### src/rtl/decode_stage_if.sv
// rtl/decode_stage_if.sv - fetch-side and execute-side signal bundle of the decode stage
interface decode_stage_if #(
   parameter int PC_W  = 32,
   parameter int CNT_W = 16
);
   logic             in_valid;
   logic             in_ready;
   logic [31:0]      in_instr;
   logic [PC_W-1:0]  in_pc;
   logic             flush;
   logic             out_valid;
   logic             out_ready;
   logic [PC_W-1:0]  out_pc;
   logic [5:0]       opcode;
   logic [4:0]       rd;
   logic [4:0]       rs;
   logic [4:0]       rt;
   logic [9:0]       funct;
   logic [14:0]      imm15;
   logic             uses_imm;
   logic [CNT_W-1:0] dec_count;

   modport slave (
      input  in_valid, in_instr, in_pc, flush, out_ready,
      output in_ready, out_valid, out_pc, opcode, rd, rs, rt, funct, imm15, uses_imm, dec_count
   );

   modport master (
      output in_valid, in_instr, in_pc, flush, out_ready,
      input  in_ready, out_valid, out_pc, opcode, rd, rs, rt, funct, imm15, uses_imm, dec_count
   );
endinterface

### src/rtl/decode_stage.sv
// rtl/decode_stage.sv - two-entry skid-buffered decode register with flush and delivery counter
module decode_stage #(
   parameter int PC_W  = 32,
   parameter int CNT_W = 16
) (
   input  logic          clk,
   input  logic          rst,
   decode_stage_if.slave io
);
   // Instruction bit 15 carries no field, so only the other 31 bits are stored.
   logic             main_valid;
   logic [30:0]      main_word;
   logic [PC_W-1:0]  main_pc;
   logic             skid_valid;
   logic [30:0]      skid_word;
   logic [PC_W-1:0]  skid_pc;
   logic [CNT_W-1:0] count;
   logic [30:0]      in_word;
   logic             in_fire;
   logic             out_fire;

   assign in_word  = {io.in_instr[31:16], io.in_instr[14:0]};
   assign in_fire  = io.in_valid & ~skid_valid;
   assign out_fire = main_valid & io.out_ready;

   always_ff @(posedge clk or posedge rst) begin
      if (rst) begin
         main_valid <= 1'b0;
         main_word  <= '0;
         main_pc    <= '0;
         skid_valid <= 1'b0;
         skid_word  <= '0;
         skid_pc    <= '0;
         count      <= '0;
      end else begin
         if (out_fire)
            count <= count + 1'b1;
         if (io.flush) begin
            main_valid <= 1'b0;
            skid_valid <= 1'b0;
         end else if (out_fire) begin
            if (skid_valid) begin
               main_word  <= skid_word;
               main_pc    <= skid_pc;
               skid_valid <= 1'b0;
            end else if (in_fire) begin
               main_word  <= in_word;
               main_pc    <= io.in_pc;
            end else begin
               main_valid <= 1'b0;
            end
         end else if (!main_valid) begin
            if (in_fire) begin
               main_valid <= 1'b1;
               main_word  <= in_word;
               main_pc    <= io.in_pc;
            end
         end else if (in_fire) begin
            // Main is stalled; the skid slot is known free because in_ready gated the transfer.
            skid_valid <= 1'b1;
            skid_word  <= in_word;
            skid_pc    <= io.in_pc;
         end
      end
   end

   assign io.in_ready  = ~skid_valid;
   assign io.out_valid = main_valid;
   assign io.out_pc    = main_pc;
   assign io.opcode    = main_word[30:25];
   assign io.rd        = main_word[24:20];
   assign io.rs        = main_word[19:15];
   assign io.rt        = main_word[14:10];
   assign io.funct     = main_word[9:0];
   assign io.imm15     = main_word[14:0];
   assign io.uses_imm  = main_word[30];
   assign io.dec_count = count;
endmodule
### src/flat_wrapper.sv
// flat-port wrapper written by rule: the top's interface ports become plain ports
module decode_stage_flat 
#(
   parameter int PC_W  = 32,
   parameter int CNT_W = 16
)
  (clk, rst, io_in_valid, io_in_instr, io_in_pc, io_flush, io_out_ready, io_in_ready, io_out_valid, io_out_pc, io_opcode, io_rd, io_rs, io_rt, io_funct, io_imm15, io_uses_imm, io_dec_count);
  decode_stage_if #(.PC_W(PC_W), .CNT_W(CNT_W)) io_i ();
  input  logic clk;
  input  logic rst;
  input wire logic [$bits(io_i.in_valid)-1:0] io_in_valid;
  input wire logic [$bits(io_i.in_instr)-1:0] io_in_instr;
  input wire logic [$bits(io_i.in_pc)-1:0] io_in_pc;
  input wire logic [$bits(io_i.flush)-1:0] io_flush;
  input wire logic [$bits(io_i.out_ready)-1:0] io_out_ready;
  output wire logic [$bits(io_i.in_ready)-1:0] io_in_ready;
  output wire logic [$bits(io_i.out_valid)-1:0] io_out_valid;
  output wire logic [$bits(io_i.out_pc)-1:0] io_out_pc;
  output wire logic [$bits(io_i.opcode)-1:0] io_opcode;
  output wire logic [$bits(io_i.rd)-1:0] io_rd;
  output wire logic [$bits(io_i.rs)-1:0] io_rs;
  output wire logic [$bits(io_i.rt)-1:0] io_rt;
  output wire logic [$bits(io_i.funct)-1:0] io_funct;
  output wire logic [$bits(io_i.imm15)-1:0] io_imm15;
  output wire logic [$bits(io_i.uses_imm)-1:0] io_uses_imm;
  output wire logic [$bits(io_i.dec_count)-1:0] io_dec_count;
  assign io_i.in_valid = io_in_valid;
  assign io_i.in_instr = io_in_instr;
  assign io_i.in_pc = io_in_pc;
  assign io_i.flush = io_flush;
  assign io_i.out_ready = io_out_ready;
  assign io_in_ready = io_i.in_ready;
  assign io_out_valid = io_i.out_valid;
  assign io_out_pc = io_i.out_pc;
  assign io_opcode = io_i.opcode;
  assign io_rd = io_i.rd;
  assign io_rs = io_i.rs;
  assign io_rt = io_i.rt;
  assign io_funct = io_i.funct;
  assign io_imm15 = io_i.imm15;
  assign io_uses_imm = io_i.uses_imm;
  assign io_dec_count = io_i.dec_count;
  decode_stage #(.PC_W(PC_W), .CNT_W(CNT_W)) u_core (.clk(clk), .rst(rst), .io(io_i));
endmodule
### config.mk
export PLATFORM = sky130hd
export DESIGN_NAME = decode_stage_flat
export DESIGN_NICKNAME = d
export VERILOG_FILES = /design/src/rtl/decode_stage_if.sv /design/src/rtl/decode_stage.sv /design/src/flat_wrapper.sv
export SDC_FILE = /design/constraint.sdc
export NUM_CORES = 1
export LEC_CHECK = 0
export ABC_CLOCK_PERIOD_IN_PS = 6950
export BUFFER_PORTS_ARGS = -buffer_cell sky130_fd_sc_hd__buf_2
export CAP_MARGIN = 10
export CORE_AREA = 4 4 111 113
export CTS_BUF_LIST = sky130_fd_sc_hd__clkbuf_2 sky130_fd_sc_hd__clkbuf_4 sky130_fd_sc_hd__clkbuf_8
export DETAILED_ROUTE_END_ITERATION = 12
export DIE_AREA = 0 0 115 117
export GPL_TIMING_DRIVEN = 0
export PLACE_DENSITY = 0.81
export SLEW_MARGIN = 15
export SYNTH_ARGS = -nofsm -noshare
export SYNTH_HDL_FRONTEND = slang
export SYNTH_SLANG_ARGS = --single-unit
export TNS_END_PERCENT = 30
### constraint.sdc
create_clock -name clk -period 6.95 [get_ports clk]
set_input_delay 1.39 -clock clk [delete_from_list [all_inputs] [get_ports clk]]
set_output_delay 1.39 -clock clk [all_outputs]
set_load 0.02 [all_outputs]
==> results of run 1 <==
==> synthesized netlist by cell type (all sizes together) <==
| cell type | count |
|---|---|
| dfrtp | 144 |
| nor2b | 1 |
| inv | 4 |
| and4 | 1 |
| a2bb2oi | 63 |
| or2 | 1 |
| nor2 | 6 |
| buf | 34 |
| or4 | 1 |
| xor2 | 6 |
| a21boi | 1 |
| ha | 1 |
| nand2 | 8 |
| and2 | 1 |
| a21oi | 2 |
| mux2 | 64 |
| nand3 | 5 |
| nor3b | 1 |
| nor3 | 4 |
| o22ai | 63 |
| o21ai | 1 |
| nand4 | 5 |
| xnor2 | 9 |
| clkbuf | 16 |
==> registers in the layout (all words and copies together), names as in the netlist <==
| signal | cells |
|---|---|
| u_core.io.dec_count | 16 |
| u_core.io.out_pc | 32 |
| u_core.io.out_valid | 1 |
| u_core.main_word | 31 |
| u_core.skid_pc | 32 |
| u_core.skid_valid | 1 |
| u_core.skid_word | 31 |
==> final timing paths <==
| path | from | endpoint | slack [ns] | cells after the start |
|---|---|---|---|---|
| worst min register to register | u_core.io.dec_count[15] | u_core.io.dec_count[15] | 0.49 | 1 |
| worst max register to register | u_core.io.out_valid | u_core.main_word[11] | 4.95 | 6 |
| max in group asynchronous | rst | u_core.main_word[23] | 5.25 | 3 |
| worst min-delay path | u_core.io.dec_count[15] | u_core.io.dec_count[15] | 0.49 | 1 |
| min in group asynchronous | rst | u_core.main_word[8] | 0.97 | 2 |
| worst max-delay path | io_out_ready | u_core.main_word[11] | 4.41 | 7 |
==> through the flow <==
| step | power [mW] | instances | setup slack (ns) | hold slack (ns) |
|---|---|---|---|---|
| floorplan | 1.500 | 442 | 1.694 | 0.4585 |
| global placement | 1.674 | 749 | 0.3078 | 0.4552 |
| detailed placement | 1.707 | 750 | 3.989 | 0.4750 |
| CTS | 2.374 | 782 | 4.383 | 0.4924 |
| global route | 2.478 | 782 | 4.322 | 0.5013 |
| finish | 2.351 | 782 | 4.414 | 0.4877 |
==> routing by layer <==
layer  up-vias  track usage (%)
met3        21            6.941
met2       158            35.46
met5         -                0
met4         0            7.825
li1       2016                -
met1      2177            28.35
==> logic make-up (layout without fill, tap and decap cells) <==
family / count (synthesis) / count (layout) / share of synthesized area (%)
xor gates and xnor gates: 15 / 15 / 2.185
and+or+nand+nor: 34 / 34 / 3.184
adders and majority gates: 1 / 1 / 0.2080
muxes: 64 / 64 / 11.98
AOI/OAI and AO/OA: 130 / 130 / 17.21
buffers and inverters: 54 / 251 / 5.306
DFF: 144 / 144 / 59.93
==> layout make-up <==
cell class              count  area share [%]
plain buffers              50           4.082
clock buffers              26           4.300
clock inverters             6           1.075
inverters                   4          0.3024
multi-input cells         244           28.07
flip-flops and latches    144           48.38
well taps                 143           2.402
repair buffers            165           11.39
==> worst max-delay path, delay by kind of cell <==
family	cells	cell delay [ns]
and+or+nand+nor	2	0.51
buffers and inverters	3	0.56
AOI/OAI and AO/OA	2	0.44
==> power groups by stage <==
stage | clock [mW] | sequential [mW] | combinational (mW)
finish | 0.661 | 1.14 | 0.548
global route | 0.719 | 1.16 | 0.595
CTS | 0.679 | 1.14 | 0.556
detailed placement | 0 | 1.15 | 0.554
global placement | 0 | 1.14 | 0.534
floorplan | 0 | 1.23 | 0.269
==> results.yml, run 1 <==
die:
  die_w_um: 115
  io_pins: 166
  start_util_pct: 53.12
  chipHeight_um: 117
  dieArea_um2: 13460
  rows: 39
  fp.coreArea_um2: 11320
timing:
  post-route-min-period_ns: 2.536
  final_hold_viol_count: 0
  rsz0062_at_grt: "false"
  period_share_pct: 36.49
  finClkSkew_ns: 0.009287
  finalSetupViolCount: 0
  tightest_slew_ns: 0.6793
  max-slew-margin-rel_pct: 54.71
  fin_tns_setup_ns: 0
  fmax_mhz: 394.3
  final_max_slew_viol_count: 0
power:
  p_sw_share_pct: 30.04
  power_leakage_nw: 3.483
  p_clk_share_pct: 28.1
  irDropWorstVdd_uv: 185.7
  intPower_mw: 1.645
  p_per_area_nw_per_um2: 315.6
  power_frac_comb_pct: 23.3
  p_seq_share_pct: 48.6
  switchingPower_mw: 0.7062
place:
  routabilityCongestion: 0.9151
  portBuffers: 164
  dpl_cell_area_um2: 7048
  dp_hpwl_um: 10030
clock_tree:
  clk_pin_slew_ns: 0.07
  clkLatencyLatePin_ns: 0.44
  cts_max_path_buffers: 2
  cts_buffers: 17
  cts_tree: "done"
  cts.sinks: 144
  ctsResizeCount: 0
  cts-root-buf: "clkbuf_8"
  cts_hold_buf: 0
  post-cts-setup-buffers: 0
  htree_levels: 4
layout:
  nets: 696
  final_cell_mix: "buf_2 (167), dfrtp_1 (144), o22ai_1 (63)"
  final_common_cell: "buf_2"
  layout-drive-gt1-share_pct: 39.44
  final_cell_area_um2: 7448
  num_antenna_cells: 0
  seq_area_um2: 3603
  final_core_util_pct: 65.79
  multi_input_area_um2: 2091
  synthToLayoutAreaGrowth_pct: 23.87
  nFillCells: 890
logic_synthesis:
  seq_area_frac_synth_pct: 59.93
  syn_nets: 512
  ys_warn_count: 0
  synth_area_leader_cell: "dfrtp_1"
  syn_area_per_cell_um2: 13.60
  postSynthCellCount: 442
  syn_area_um2: 6013
  synth_top_area_share_pct: 59.93
  netlist-cell-type-count: 34
  ys_ff_latch: 144
  ys_top_cells_by_area: "dfrtp_1 (60%), mux2_1 (11%), a2bb2oi_1 (7.7%)"
global_route:
  antenna_found_initial: 0
  grt_pass1_vias: 4551
  grt_pass1_wl_um: 23050
  grt_overflow_total: 0
  grt_use_total_pct: 22.02
  grt_max_degree: 82
routing:
  drtIter0Drc: 247
  drtAntennaViolNets: 0
  m1WireLength_um: 6158
  routed-wl-met3_um: 1090
  drcViolationCount: 0
  viasPerCell: 5.591
  routed-wl-met2_um: 6794
  wl_um: 14290
  wl_per_cell_um: 18.27
  vias: 4372
  topRoutingLayerUsed: "met4"
  dr.pass1.iters: 4
worst_setup_path:
  critPathLaunchType: "input port"
  endpoint_kind: "flip-flop"
  cp_slowest_cell: "nor2_2"
  cp_slowest_stage_delay_ns: 0.43
  crit_arrival_ns: 2.89
  crit_path_cell_trace: "buf_2 > nor2b_1 > nor2_2 > a21boi_2 > buf_4 > buf_4 > a2bb2oi_1"
  cp_max_fo: 10
  cpMostUsedCell: "buf_4"
  critical_path_class: "input port to flip-flop"
  required_ns: 7.30
job:
  drv_cap: 0
min_path:
  hold_class: "flip-flop to flip-flop"
outcome:
  run_status: "finished clean"
(Power assumes the default switching activity.)
==> run 2: changes to the inputs <==
- ABC_CLOCK_PERIOD_IN_PS: 6950 -> 2400
- clock period: 6.95 -> 2.4 ns (I/O delays scaled with it)
==> results.yml, run 2 (synthesized netlist as in run 1, its figures left out) <==
outcome:
  run_status: "finished clean"
place:
  routabilityCongestion: 0.9002
  dp_hpwl_um: 10360
  dp.cells: 753
  portBuffers: 164
timing:
  fin_tns_setup_ns: 0
  max-slew-margin-rel_pct: 51.78
  final_max_slew_viol_count: 0
  fmax_mhz: 513.5
  period_share_pct: 81.15
  tightest_slew_ns: 0.7233
  rsz0062_at_grt: "false"
  final_hold_viol_count: 0
  post-route-min-period_ns: 1.948
  finClkSkew_ns: 0.009517
  finalSetupViolCount: 0
layout:
  final_core_util_pct: 67.19
  synthToLayoutAreaGrowth_pct: 26.49
  nets: 699
  final_cell_mix: "buf_2 (167), dfrtp_1 (144), o22ai_1 (63)"
  stdcell_count: 785
  num_antenna_cells: 0
  final_common_cell: "buf_2"
  layout-drive-gt1-share_pct: 39.72
die:
  start_util_pct: 53.12
  rows: 39
  io_pins: 166
  chipHeight_um: 117
  dieArea_um2: 13460
  die_w_um: 115
  fp.coreArea_um2: 11320
routing:
  drcViolationCount: 0
  drtIter0Drc: 221
  wl_um: 14420
  drtAntennaViolNets: 0
  vias: 4461
  viasPerCell: 5.683
  dr.pass1.iters: 5
  wl_per_cell_um: 18.37
min_path:
  hold_class: "input port to async pin"
clock_tree:
  cts-root-buf: "clkbuf_8"
  cts.sinks: 144
  clkLatencyLatePin_ns: 0.45
  ctsResizeCount: 0
  cts_tree: "done"
  cts_max_path_buffers: 2
  htree_levels: 4
  post-cts-setup-buffers: 0
  clk_pin_slew_ns: 0.08
  cts_buffers: 17
  cts_hold_buf: 0
power:
  power_frac_comb_pct: 21.9
  p_seq_share_pct: 45.4
  intPower_mw: 5.160
  p_clk_share_pct: 32.7
  p_per_area_nw_per_um2: 958.2
  switchingPower_mw: 2.128
  p_sw_share_pct: 29.19
  power.total_mw: 7.288
  power_leakage_nw: 3.533
  irDropWorstVdd_uv: 558.1
worst_setup_path:
  cpMostUsedCell: "buf_4"
  cp_max_fo: 10
  required_ns: 2.76
  critPathLaunchType: "flip-flop"
  worst-path-buf-inv: 2
  critical_path_class: "flip-flop to flip-flop"
  crit_path_cell_trace: "nor2b_1 > nor2_2 > a21boi_2 > buf_4 > buf_4 > a2bb2oi_1"
  crit_arrival_ns: 2.31
  endpoint_kind: "flip-flop"
  cp_slowest_stage_delay_ns: 0.45
  cp_slowest_cell: "dfrtp_1"
  cpLargestDelayFamily: "simple AND/OR/NAND/NOR gates"
global_route:
  antenna_found_initial: 2
  grt_overflow_total: 0
  grt_max_degree: 39
  grt_pass1_wl_um: 23530
  grt_use_total_pct: 22.44
  grt_pass1_vias: 4584
job:
  drv_cap: 0
-- run 2: layout make-up --
class,count,area [µm²]
buffer,50,304.0
clock buffer,18,241.5
clock inverter,14,260.3
fill,856,3715
inverter,4,18.77
multi-input combinational,244,2091
sequential,144,3603
tap,143,178.9
timing repair buffer,168,908.4
-- run 2: path summary, 6_finish.rpt --
kind / startpoint / end / slack, ns / cells after the start
max in group asynchronous: rst / u_core.io.out_pc[26] / 1.57 / 4
hold / removal: rst / u_core.main_word[25] / 0.04 / 2
setup / recovery: u_core.io.out_valid / u_core.main_word[8] / 0.45 / 6
hold reg to reg: u_core.io.dec_count[15] / u_core.io.dec_count[15] / 0.47 / 1
min in group clk: io_flush / u_core.io.out_valid / 0.25 / 2
setup reg to reg: u_core.io.out_valid / u_core.main_word[8] / 0.45 / 6
-- run 2: through the flow --
stage | instance area (µm²) | setup slack, ns | hold slack, ns
finish | 7606 | 0.4524 | 0.03778
floorplan | 6017 | 0.1150 | 0.4585
global placement | 7017 | -0.6582 | 0.4550
global route | 7606 | 0.3022 | 0.03958
CTS | 7606 | 0.4080 | 0.01919
detailed placement | 7104 | 0.3452 | 0.4631
-- run 2: power by group through the flow --
stage | registers (mW) | clock network [mW] | logic (mW)
2_1_floorplan | 3.56 | 0 | 0.779
3_3_place_gp | 3.30 | 0 | 1.54
3_5_place_dp | 3.34 | 0 | 1.62
4_1_cts | 3.30 | 2.42 | 1.62
5_1_grt | 3.37 | 2.54 | 1.73
6_report | 3.31 | 2.39 | 1.59
-- run 2: metal layers --
metal	wire length (µm)	share of wire, %	global-route usage [%]	vias up
li1	-	-	-	2039
met1	5998	42	28.42	2232
met2	7005	49	36.07	161
met3	1145	7.9	7.866	25
met4	242	1.7	7.981	4
met5	26	0.18	0	-
